## config.mk

```make
export PLATFORM = sky130hd
export DESIGN_NAME = riscv_mem_arbiter
export DESIGN_NICKNAME = d
export VERILOG_FILES = /design/src/rtl/riscv_mem_arbiter.sv
export SDC_FILE = /design/constraint.sdc
export NUM_CORES = 1
export LEC_CHECK = 0
export BUFFER_PORTS_ARGS = -buffer_cell sky130_fd_sc_hd__buf_4
export CORE_UTILIZATION = 48
export CTS_CLUSTER_SIZE = 25
export DETAILED_ROUTE_END_ITERATION = 8
export PLACE_DENSITY_LB_ADDON = 0.1
export SLEW_MARGIN = 20
export SYNTH_ARGS = -nofsm -noshare
export SYNTH_HDL_FRONTEND = slang
export SYNTH_SLANG_ARGS = --single-unit
```

## constraint.sdc

```tcl
create_clock -name clk -period 1.95 [get_ports clk]
set_input_delay 0.195 -clock clk [delete_from_list [all_inputs] [get_ports clk]]
set_output_delay 0.195 -clock clk [all_outputs]
set_load 0.02 [all_outputs]
```

## src/rtl/riscv_mem_arbiter.sv

```systemverilog
// Arbitrates instruction fetch and data load/store onto one single-port memory with wait states.
// Optional write protection of the instruction region: define RISCV_MEM_ARB_WPROT_EN.
module riscv_mem_arbiter #(
   parameter int DATA_W      = 16,
   parameter int ADDR_W      = 9,
   parameter int IADDR_W     = 8,
   parameter int IBASE       = 0,
   parameter int WAIT_CYCLES = 1
) (
   input  logic               clk,
   input  logic               rst_n,
   input  logic               if_req,
   input  logic [IADDR_W-1:0] if_addr,
   output logic [DATA_W-1:0]  if_rdata,
   output logic               if_ready,
   input  logic               d_req,
   input  logic               d_we,
   input  logic [ADDR_W-1:0]  d_addr,
   input  logic [DATA_W-1:0]  d_wdata,
   output logic [DATA_W-1:0]  d_rdata,
   output logic               d_ready,
   output logic               mem_en,
   output logic               mem_we,
   output logic [ADDR_W-1:0]  mem_addr,
   output logic [DATA_W-1:0]  mem_wdata,
   input  logic [DATA_W-1:0]  mem_rdata,
   output logic               core_stall,
   output logic               err_wprot
);

   typedef enum logic [1:0] {IDLE, ISSUE, WAIT, DONE} state_t;

   localparam logic [3:0]        WAIT_INIT = 4'(WAIT_CYCLES);
   localparam logic [ADDR_W-1:0] IBASE_A   = ADDR_W'(IBASE);

   state_t            state_reg;
   logic              grant_d_reg;
   logic              last_d_reg;
   logic              store_reg;
   logic              blocked_reg;
   logic [3:0]        cnt_reg;

   logic              if_req_eff;
   logic              d_req_eff;
   logic              pick_d;
   logic              pick_i;
   logic [ADDR_W-1:0] fetch_addr;
   logic              wprot_hit;

   // A requester whose ready is still high is completing, not asking again.
   assign if_req_eff = if_req & ~if_ready;
   assign d_req_eff  = d_req & ~d_ready;
   assign pick_d     = d_req_eff & (~if_req_eff | ~last_d_reg);
   assign pick_i     = if_req_eff & ~pick_d;
   assign fetch_addr = IBASE_A + ADDR_W'(if_addr);

   assign core_stall = (if_req & ~if_ready) | (d_req & ~d_ready);

`ifdef RISCV_MEM_ARB_WPROT_EN
   localparam int              AW1   = ADDR_W + 1;
   localparam logic [ADDR_W:0] WP_LO = AW1'(IBASE);
   localparam logic [ADDR_W:0] WP_HI = AW1'(IBASE + (2 ** IADDR_W));

   // Range compare is one bit wider so the region end never wraps.
   assign wprot_hit = d_we && ({1'b0, d_addr} >= WP_LO) && ({1'b0, d_addr} < WP_HI);
`else
   assign wprot_hit = 1'b0;
`endif

   always_ff @(posedge clk or negedge rst_n) begin
      if (!rst_n) begin
         state_reg   <= IDLE;
         grant_d_reg <= 1'b0;
         last_d_reg  <= 1'b0;
         store_reg   <= 1'b0;
         blocked_reg <= 1'b0;
         cnt_reg     <= 4'd0;
         if_rdata    <= '0;
         d_rdata     <= '0;
         if_ready    <= 1'b0;
         d_ready     <= 1'b0;
         mem_en      <= 1'b0;
         mem_we      <= 1'b0;
         mem_addr    <= '0;
         mem_wdata   <= '0;
         err_wprot   <= 1'b0;
      end else begin
         if_ready <= 1'b0;
         d_ready  <= 1'b0;
         case (state_reg)
            IDLE: begin
               if (pick_d) begin
                  grant_d_reg <= 1'b1;
                  store_reg   <= d_we;
                  blocked_reg <= wprot_hit;
                  mem_en      <= ~wprot_hit;
                  mem_we      <= d_we & ~wprot_hit;
                  mem_addr    <= d_addr;
                  mem_wdata   <= d_wdata;
                  cnt_reg     <= WAIT_INIT;
                  state_reg   <= ISSUE;
               end else if (pick_i) begin
                  grant_d_reg <= 1'b0;
                  store_reg   <= 1'b0;
                  blocked_reg <= 1'b0;
                  mem_en      <= 1'b1;
                  mem_we      <= 1'b0;
                  mem_addr    <= fetch_addr;
                  mem_wdata   <= '0;
                  cnt_reg     <= WAIT_INIT;
                  state_reg   <= ISSUE;
               end
            end
            ISSUE: begin
               mem_en   <= 1'b0;
               mem_we   <= 1'b0;
               mem_addr <= '0;
               if (blocked_reg) begin
                  err_wprot <= 1'b1;
               end
               state_reg <= (WAIT_CYCLES > 0) ? WAIT : DONE;
            end
            WAIT: begin
               cnt_reg <= cnt_reg - 4'd1;
               if (cnt_reg <= 4'd1) begin
                  state_reg <= DONE;
               end
            end
            DONE: begin
               // Stores leave d_rdata untouched.
               if (grant_d_reg) begin
                  d_ready <= 1'b1;
                  if (!store_reg) begin
                     d_rdata <= mem_rdata;
                  end
               end else begin
                  if_ready <= 1'b1;
                  if_rdata <= mem_rdata;
               end
               last_d_reg <= grant_d_reg;
               state_reg  <= IDLE;
            end
            default: state_reg <= IDLE;
         endcase
      end
   end

endmodule
```

==> flow_summary.yaml <==
clocking:
  cts_setup_buffers: 0
  cts_buffers: 9
  h-tree-depth: 3
  cts_max_path_buffers: 2
  cts_tree: "yes"
  path_clk_slew_ns: 0.08
  clock_latency_ns: 0.34
  cts.sinks: 70
  root_buffer: "clkbuf_8"
synth:
  syn_area_um2: 2900
  syn_inst: 196
  ys_ff_latch: 70
  synth_warnings: 0
  synth_nets: 257
  avgSynthCellArea_um2: 14.8
  seq_area_frac_synth_pct: 60.5
  synth.distinct_cells: 33
finish:
  area_growth_pct: 39.1
  layout_common_cells: "buf_4, dfrtp_1, mux2_2"
  drive_above_1_share_pct: 54.2
  diodes: 0
  final_common_cell: "buf_4"
  final_cells: 395
  largest_registers: "d_rdata (16), if_rdata (16), mem_wdata (16)"
  final_nets: 379
timing:
  maxSlewViolCount: 0
  relSlewSlack_pct: 59.3
  hold_violations: 0
  worst_hold_slack_ns: 0.0641
  finalCriticalPeriod_ns: 1.74
  setup_viol: 0
  fin_skew_ns: 0.00923
  tightestPinTransition_ns: 0.611
  rsz0062_at_grt: "no"
  timing.fmax_mhz: 575
  setup_tns_ns: 0
  fin_crit_sh_pct: 89.1
global_route:
  grt_pass1_vias: 2049
  grt_pass1_wl_um: 9490
  grt.overflow.total: 0
  grt_use_total_pct: 19.9
  antenna_found_initial: 0
  grt_start_max_net_pins: 42
pwr:
  peakVddDrop_mv: 1.14
  p_leak_nw: 2.03
  powerDensity_nw_per_um2: 1780
place:
  dp_hpwl_um: 4370
  place_congestion: 0.717
  dpl.cell_count: 378
  portBuffers: 115
floorplan:
  core_area_um2: 5680
  die_area_um2: 6350
  io-pin-count: 117
  die_w_um: 79.7
  initial_utilization_pct: 51.0
  placementRows: 27
  chipHeight_um: 79.7
worst_setup_path:
  worstPathRequired_ns: 2.20
  r2r-start: "state_reg[0]$_DFFE_PN0P_"
  reg2regPathDepth: 5
  critPathLaunchType: "flip-flop"
  r2r_end: "mem_addr[7]$_DFFE_PN0P_"
  path_class: "reg -> reg"
  crit_fanout: 8
  rrSetupSlack_ns: 0.21
  critPathCaptureType: "flip-flop"
  cp.arrival_ns: 1.99
detailed_routing:
  postRouteWirelength_um: 5970
  first_pass_iters: 4
  wl_per_cell_um: 15.1
  first_iter_violations: 49
  ant_nets: 0
  detail_route.drc_violations: 0
  num_vias: 2037
  viasPerCell: 5.16
min_path:
  whs_path_depth: 2
  hp-start: "d_wdata[13]"
  hold_end: "mem_wdata[13]$_DFFE_PN0P_"
  hp-class: "in -> reg"
flow_run:
  cap_violations: 0
outcome:
  status: "finished, final reports clean"
[cells by family after synthesis]
logic type / share of synthesized area [%]
adders and majority gates: 3.02
DFF: 60.5
other: 0.129
buffers and inverters: 3.58
and+or+nand+nor: 4.45
muxes: 16.4
AOI/OAI and AO/OA: 12.0
[stage by stage]
stage | util (%) | power, mW | worst slack (ns) | instance area, um2
2_1_floorplan | - | 4.69 | 0.385 | 2900
3_3_place_gp | 67.5 | 6.00 | 0.224 | 3830
3_5_place_dp | 67.5 | 6.09 | 0.155 | 3830
4_1_cts | 71.0 | 7.22 | 0.135 | 4030
5_1_grt | 71.0 | 7.58 | 0.0411 | 4030
6_report | 71.0 | 7.16 | 0.212 | 4030
[report_power, final]
group,internal [mW],switching (mW),total [mW]
registers,2.15,0.395,2.54
clock network,0.589,0.532,1.12
logic,1.73,1.77,3.50
total,4.46,2.70,7.16
[repair_timing]
item | CTS | global route
hold endpoints to repair | 29 | 0
gates resized for setup | 0 | 1
setup endpoints to repair | 0 | 2
hold buffers | 1 | 0
[worst max-delay path, stage by stage, from the launching register on]
cell and delay (ns):
dfrtp_1 0.42, inv_1 0.12, ha_1 0.23, a21bo_2 0.30, or2_0 0.37, o2bb2ai_1 0.21
[worst max-delay path by stage]
| stage | from | endpoint | cells past startpoint |
|---|---|---|---|
| after floorplan | state_reg[0]$_DFFE_PN0P_ | mem_wdata[0]$_DFFE_PN0P_ | 6 |
| after global placement | state_reg[0]$_DFFE_PN0P_ | mem_addr[7]$_DFFE_PN0P_ | 5 |
| after detailed placement | state_reg[0]$_DFFE_PN0P_ | mem_addr[7]$_DFFE_PN0P_ | 5 |
| after CTS | state_reg[0]$_DFFE_PN0P_ | mem_addr[7]$_DFFE_PN0P_ | 5 |
| after global routing | state_reg[0]$_DFFE_PN0P_ | mem_addr[6]$_DFFE_PN0P_ | 5 |
| final | state_reg[0]$_DFFE_PN0P_ | mem_addr[7]$_DFFE_PN0P_ | 5 |
[metal layers]
layer	GRT usage, %	share of wire, %	wire [um]	vias up
met1	24.3	43	2580	989
met3	7.09	8.5	510	11
met5	0	0	0	-
met2	32.5	47	2790	84
li1	-	-	-	953
met4	7.27	1.6	93	0
[cell usage after synthesis]
cell type / number / area share, %
dfrtp_1: 70 / 60
mux2_2: 35 / 14
a22o_1: 18 / 5.4
o2bb2ai_1: 9 / 2.7
mux2i_1: 8 / 2.8
ha_1: 7 / 3.0
buf_2: 5 / 0.86
buf_6: 5 / 1.9
inv_1: 4 / 0.52
a21o_1: 3 / 0.78
nor2_1: 3 / 0.39
a21oi_1: 2 / 0.35
a32o_1: 2 / 0.69
and3_1: 2 / 0.43
nand2_1: 2 / 0.26
nand2b_4: 2 / 0.95
nor2b_1: 2 / 0.43
o21ai_0: 2 / 0.35
a21bo_2: 1 / 0.35
a21boi_1: 1 / 0.26
a221o_1: 1 / 0.35
a2bb2oi_1: 1 / 0.30
a31oi_1: 1 / 0.22
and2_1: 1 / 0.22
buf_4: 1 / 0.26
conb_1: 1 / 0.13
nand2b_1: 1 / 0.22
nand3_1: 1 / 0.17
nor2_8: 1 / 0.69
nor3b_1: 1 / 0.26
o21ai_1: 1 / 0.17
or2_0: 1 / 0.22
or3_1: 1 / 0.22
[area by class of cell]
type / instances / area (um2)
Sequential cell: 70 / 1750
Fill cell: 438 / 1650
Multi-Input combinational cell: 111 / 1040
Timing Repair Buffer: 122 / 943
Clock buffer: 10 / 128
Tap cell: 72 / 90.1
Clock inverter: 6 / 61.3
Inverter: 4 / 15.0
(Power assumes the default switching activity.)
